===== src/rtl/hazard_ctrl_sb.sv =====
// ============================================================================
// Module      : hazard_ctrl_sb
// Description : ID-stage hazard unit. It generates stall, flush and operand
//               forwarding selects, and holds a multi-cycle result scoreboard
//               and saturating performance counters.
// Revision    : 1.0 - initial release
// ============================================================================
`default_nettype none

module hazard_ctrl_sb #(
    parameter int REG_AW     = 5,
    parameter int LOAD_STALL = 1,
    parameter int LA_STALL   = 3,
    parameter int CNT_W      = 16
) (
    input  logic              clock,
    input  logic              reset,
    input  logic [REG_AW-1:0] rs1_ID,
    input  logic [REG_AW-1:0] rs2_ID,
    input  logic              rs1_used_ID,
    input  logic              rs2_used_ID,
    input  logic [REG_AW-1:0] rd_EX,
    input  logic              regwrite_EX,
    input  logic              load_EX,
    input  logic [REG_AW-1:0] rd_MEM,
    input  logic              regwrite_MEM,
    input  logic              auipc_MEM,
    input  logic [REG_AW-1:0] rd_WB,
    input  logic              regwrite_WB,
    input  logic              branch_ID,
    input  logic              branch_taken,
    input  logic              mc_issue,
    input  logic [REG_AW-1:0] mc_rd,
    input  logic              mc_done,
    input  logic [REG_AW-1:0] mc_done_rd,
    input  logic              perf_clear,
    output logic              stall_IFID,
    output logic              stall_IDEX,
    output logic              flush,
    output logic [1:0]        fwd_rs1_sel,
    output logic [1:0]        fwd_rs2_sel,
    output logic [31:0]       stall_output,
    output logic [CNT_W-1:0]  stall_cycles,
    output logic [CNT_W-1:0]  flush_count,
    output logic              sb_busy
);

    localparam int          c_sb_n       = 2 ** REG_AW;
    localparam logic [2:0]  c_load_init  = 3'(LOAD_STALL - 1);
    localparam logic [2:0]  c_la_init    = 3'(LA_STALL - 1);
    localparam logic [31:0] c_code_none  = 32'h0;
    localparam logic [31:0] c_code_lu    = 32'h1;
    localparam logic [31:0] c_code_la    = 32'hA;
    localparam logic [31:0] c_code_br    = 32'hB;
    localparam logic [31:0] c_code_sb    = 32'hC;
    localparam logic [31:0] c_code_flush = 32'hF;

    logic [2:0]        r_stall_cnt;
    logic [2:0]        w_stall_cnt_nxt;
    logic [c_sb_n-1:0] r_sb;
    logic [c_sb_n-1:0] w_sb_set;
    logic [c_sb_n-1:0] w_sb_clr;
    logic [CNT_W-1:0]  r_stall_cycles;
    logic [CNT_W-1:0]  r_flush_count;
    logic              w_lu;
    logic              w_sbh;
    logic              w_any_stall;

    // x0 is hardwired, so it can never be a producer of a hazard or a bypass.
    function automatic logic src_match(input logic              used,
                                       input logic [REG_AW-1:0] rs,
                                       input logic [REG_AW-1:0] rd,
                                       input logic              we);
        return used && we && (rs == rd) && (rd != '0);
    endfunction

    always_comb begin
        w_lu  = load_EX && (src_match(rs1_used_ID, rs1_ID, rd_EX, regwrite_EX) ||
                            src_match(rs2_used_ID, rs2_ID, rd_EX, regwrite_EX));
        w_sbh = (rs1_used_ID && (rs1_ID != '0) && r_sb[rs1_ID]) ||
                (rs2_used_ID && (rs2_ID != '0) && r_sb[rs2_ID]);
    end

    always_comb begin
        stall_IFID   = 1'b0;
        stall_IDEX   = 1'b0;
        flush        = 1'b0;
        stall_output = c_code_none;
        if (branch_taken) begin
            flush        = 1'b1;
            stall_output = c_code_flush;
        end else if (auipc_MEM) begin
            stall_IFID   = 1'b1;
            stall_IDEX   = 1'b1;
            stall_output = c_code_la;
        end else if (w_lu || (r_stall_cnt != 3'd0)) begin
            stall_IFID   = 1'b1;
            stall_IDEX   = 1'b1;
            stall_output = c_code_lu;
        end else if (w_sbh) begin
            stall_IFID   = 1'b1;
            stall_IDEX   = 1'b1;
            stall_output = c_code_sb;
        end else if (branch_ID) begin
            stall_IFID   = 1'b1;
            stall_output = c_code_br;
        end
    end

    always_comb begin
        fwd_rs1_sel = 2'b00;
        fwd_rs2_sel = 2'b00;
        if (src_match(rs1_used_ID, rs1_ID, rd_MEM, regwrite_MEM))
            fwd_rs1_sel = 2'b01;
        else if (src_match(rs1_used_ID, rs1_ID, rd_WB, regwrite_WB))
            fwd_rs1_sel = 2'b10;
        if (src_match(rs2_used_ID, rs2_ID, rd_MEM, regwrite_MEM))
            fwd_rs2_sel = 2'b01;
        else if (src_match(rs2_used_ID, rs2_ID, rd_WB, regwrite_WB))
            fwd_rs2_sel = 2'b10;
    end

    // New events reload rather than accumulate; the larger length wins.
    always_comb begin
        w_stall_cnt_nxt = r_stall_cnt;
        if (branch_taken)
            w_stall_cnt_nxt = 3'd0;
        else if (w_lu && auipc_MEM)
            w_stall_cnt_nxt = (c_load_init > c_la_init) ? c_load_init : c_la_init;
        else if (w_lu)
            w_stall_cnt_nxt = c_load_init;
        else if (auipc_MEM)
            w_stall_cnt_nxt = c_la_init;
        else if (r_stall_cnt != 3'd0)
            w_stall_cnt_nxt = r_stall_cnt - 3'd1;
    end

    // Set is OR-ed in after the clear so a same-index issue/done keeps the bit.
    always_comb begin
        w_sb_set = '0;
        w_sb_clr = '0;
        if (mc_issue && !flush && (mc_rd != '0))
            w_sb_set[mc_rd] = 1'b1;
        if (mc_done && (mc_done_rd != '0))
            w_sb_clr[mc_done_rd] = 1'b1;
    end

    assign w_any_stall = stall_IFID | stall_IDEX;

    always_ff @(posedge clock or posedge reset) begin
        if (reset) begin
            r_stall_cnt    <= 3'd0;
            r_sb           <= '0;
            r_stall_cycles <= '0;
            r_flush_count  <= '0;
        end else begin
            r_stall_cnt <= w_stall_cnt_nxt;
            r_sb        <= (r_sb & ~w_sb_clr) | w_sb_set;
            if (perf_clear) begin
                r_stall_cycles <= '0;
                r_flush_count  <= '0;
            end else begin
                if (w_any_stall && (r_stall_cycles != '1))
                    r_stall_cycles <= r_stall_cycles + 1'b1;
                if (flush && (r_flush_count != '1))
                    r_flush_count <= r_flush_count + 1'b1;
            end
        end
    end

    assign stall_cycles = r_stall_cycles;
    assign flush_count  = r_flush_count;
    assign sb_busy      = |r_sb;

endmodule

`default_nettype wire


===== config.mk =====
export PLATFORM = sky130hd
export DESIGN_NAME = hazard_ctrl_sb
export DESIGN_NICKNAME = d
export VERILOG_FILES = /design/src/rtl/hazard_ctrl_sb.sv
export SDC_FILE = /design/constraint.sdc
export NUM_CORES = 1
export LEC_CHECK = 0
export BUFFER_PORTS_ARGS = -buffer_cell sky130_fd_sc_hd__buf_2
export CAP_MARGIN = 5
export CORE_ASPECT_RATIO = 1.1
export CORE_MARGIN = 2
export CORE_UTILIZATION = 34
export DETAILED_ROUTE_END_ITERATION = 8
export GPL_ROUTABILITY_DRIVEN = 0
export HOLD_SLACK_MARGIN = 0.05
export PLACE_DENSITY = 0.54
export SYNTH_ARGS = -nofsm -noshare
export SYNTH_HDL_FRONTEND = slang
export SYNTH_SLANG_ARGS = --single-unit

===== constraint.sdc =====
create_clock -name clock -period 3 [get_ports clock]
set_input_delay 0.45 -clock clock [delete_from_list [all_inputs] [get_ports clock]]
set_output_delay 0.45 -clock clock [all_outputs]
set_load 0.05 [all_outputs]

==> flow_summary.yaml <==
worst_setup_path:
  r2r-end: "stall_cycles[8]$_DFFE_PP0P_"
  reg2reg_slack_ns: 0.34
  cp_max_fo: 5
  timing.rr.start: "r_sb[19]$_DFF_PP0_"
  cp-start-kind: "flip-flop"
  critPathArrivalTime_ns: 2.51
  reg2reg_depth: 8
  endpoint_kind: "output pin"
  critPathKind: "flip-flop to output pin"
  worstPathRequired_ns: 2.55
floorplan:
  start_util_pct: 34.7
  core_sq_um: 13100
  io_pins: 121
  die_w_microns: 114
  rows: 44
  die-area_sq_um: 14300
  die_h_microns: 125
placed_design:
  place.port_buffers: 92
  dp_hpwl_microns: 9280
  dp_worst_setup_slack_ns: -0.00480
  placed_cell_area_sq_um: 5100
timing:
  period_minus_slack_ns: 2.96
  fin_skew_ns: 0.00342
  tightest_slew_ns: 0.849
  fin_ws_ns: 0.0435
  finalHoldViolCount: 0
  fmax_mhz: 338
  worst_slew_margin_rel_pct: 43.4
  slew_violations: 0
  final.setup.tns_ns: 0
  setup_viol: 0
  holdWs_ns: 0.357
  rsz0062_at_grt: "yes"
  fin_crit_sh_pct: 98.6
logic_synthesis:
  synth_warnings: 0
  async_flop_share_pct: 100
  ys_seq_elements: 67
  synth_cell_type_count: 51
  synthesis.area_sq_um: 4540
  synth_edf_count: 0
  syn_inst: 500
  synth.avg_cell_area_sq_um: 9.08
  synth_flop_cell: "dfrtp_1"
  ys_seq_area_share_pct: 36.9
cts:
  path_clk_slew_ns: 0.05
  numCtsBuffers: 9
  clkLatencyLatePin_ns: 0.33
  clock_path_buffers: 2
  cts_root_buf: "clkbuf_16"
  h-tree-depth: 3
  cts_tree: "built"
  cts_sinks: 67
  hold_buffers: 0
drt:
  routed-via-count: 4077
  postRouteAntennaNets: 0
  finalWirelength_microns: 12200
  firstDrtPassIters: 4
  vias_per_cell: 5.36
  drc: 0
  wl_per_cell_microns: 16.1
  drtIter0Drc: 251
layout:
  n_antenna_cell: 0
  area_delta_synth_final_pct: 19.9
  drive_gt1_share_pct: 25.4
  nNetsFinal: 648
  stdcell_area_sq_um: 5440
global_routing:
  grt_max_degree: 68
  overflow: 0
  grt_pass1_vias: 4020
  grtUsageTotal_pct: 17.6
  grt_first_pass_wirelength_microns: 19900
  grt_antenna_before_repair: 2
pwr:
  power.density_nw_per_um2: 496
  p_leak_nw: 2.38
  total_power_mw: 2.70
  peakVddDrop_mv: 0.288
run_status:
  status: "finished clean"
run:
  cap_violations: 0
hold_path:
  hp-class: "primary input to asynchronous set/reset pin"
-- layout make-up --
| class | instances | area, sq um |
|---|---|---|
| clock inverters | 2 | 10.0 |
| flip-flops and latches | 67 | 1680 |
| fillers | 1356 | 7660 |
| multi-input cells | 397 | 2640 |
| inverters | 15 | 56.3 |
| clock buffers | 13 | 270 |
| well taps | 161 | 201 |
| repair buffers | 105 | 592 |
-- registers in the layout (all words and copies together), names as in the netlist --
signal,cells
flush_count,16
stall_cycles,16
r_sb,32
r_stall_cnt,3
-- synth_stat cells (3+ instances only) --
library cell / count / share of area [%]
o21ai_0: 76 / 8.4
nor2_1: 40 / 3.3
xnor2_1: 28 / 5.4
mux4_2: 16 / 7.9
dfrtp_1: 67 / 37
a41o_1: 3 / 0.66
and2_1: 4 / 0.55
or3_1: 6 / 0.83
nand2_1: 33 / 2.7
a21oi_1: 15 / 1.7
nor2b_1: 8 / 1.1
and3_1: 5 / 0.69
nand4_1: 16 / 2.2
buf_4: 30 / 5.0
nand3b_1: 7 / 1.2
and4_1: 3 / 0.58
nor3_1: 13 / 1.4
or4_1: 5 / 0.83
o31ai_1: 3 / 0.50
nand3_1: 17 / 1.9
inv_1: 15 / 1.2
xor2_1: 22 / 4.2
ha_1: 4 / 1.1
nor4_1: 12 / 1.7
nand2b_1: 6 / 0.83
clkbuf_1: 12 / 0.99
-- placed cells by master (no fill, tap or decap), types with 3 or more instances in the layout --
master,Yosys,routed
a41o_1,3,3
nand3_1,17,17
or3_1,6,6
inv_1,15,14
o21ai_1,1,3
nand2b_1,6,6
buf_6,2,3
nand4_1,16,16
o21ai_0,76,73
nor4_1,12,12
clkbuf_16,0,9
a21oi_1,15,14
nor3_1,13,10
buf_2,2,88
conb_1,1,28
ha_1,4,4
nor2_1,40,40
nand3b_1,7,7
buf_4,30,13
and3_1,5,5
nand2_1,33,33
clkbuf_8,0,3
mux4_2,16,16
or4_1,5,5
nor3_2,0,3
nor2b_1,8,8
xor2_1,22,22
xnor2_1,28,28
dfrtp_1,67,67
and2_1,4,4
o31ai_1,3,3
-- how the worst max path moves through the flow --
stage | from | to | slack (ns) | cells after the start
finish | r_sb[19]$_DFF_PP0_ | stall_output[1] | 0.04 | 8
global route | r_sb[19]$_DFF_PP0_ | stall_output[0] | -0.04 | 8
CTS | r_sb[19]$_DFF_PP0_ | stall_output[1] | 0.005 | 8
detailed placement | rs1_ID[0] | stall_cycles[8]$_DFFE_PP0P_ | -0.005 | 9
global placement | rs1_ID[0] | stall_cycles[8]$_DFFE_PP0P_ | 0.02 | 9
floorplan | rs1_ID[0] | stall_output[2] | -0.04 | 6
-- cell families (layout without fill, tap and decap cells) --
group / after synthesis / in the layout / synth area share [%]
compound gates: 111 / 111 / 13.9
buf+inv: 63 / 135 / 8.07
fa+ha+maj: 4 / 4 / 1.10
other cells: 1 / 28 / 0.0826
simple gates: 185 / 185 / 21.6
xor+xnor: 50 / 50 / 9.64
flops: 67 / 67 / 36.9
mux: 19 / 19 / 8.71
-- worst max-delay path, stage by stage (launching register included) --
cell and delay [ns]:
dfrtp_1 0.41, mux4_2 0.51, a221oi_2 0.28, a21oi_1 0.12
a32oi_2 0.28, buf_4 0.19, nand2_1 0.06, o21ai_2 0.15
buf_6 0.17
-- layer usage --
metal | GRT usage (%) | wire length, microns | share of wire [%]
met1 | 22.1 | 5170 | 42
met2 | 29.0 | 5960 | 49
met3 | 4.46 | 826 | 6.7
met4 | 7.39 | 279 | 2.3
met5 | 0 | 11 | 0.090
-- repair_timing --
item	4_1_cts	5_1_grt
gates resized for setup	6	7
gates cloned	0	0
endpoints found under the setup margin	4	4
pin swaps	1	6
setup buffers	0	2
-- report_power, final --
part / switching [mW] / internal (mW) / total [mW]
Sequential: 0.0983 / 0.993 / 1.09
Clock: 0.359 / 0.619 / 0.978
Combinational: 0.386 / 0.244 / 0.630
Total: 0.843 / 1.86 / 2.70
-- through the flow --
stage	instances	util [%]
after global routing	760	41.5
after global placement	743	39.0
final	760	41.5
after CTS	758	41.3
after floorplan	527	-
after detailed placement	743	39.0
No activity file was read; power rests on OpenSTA's default activity.
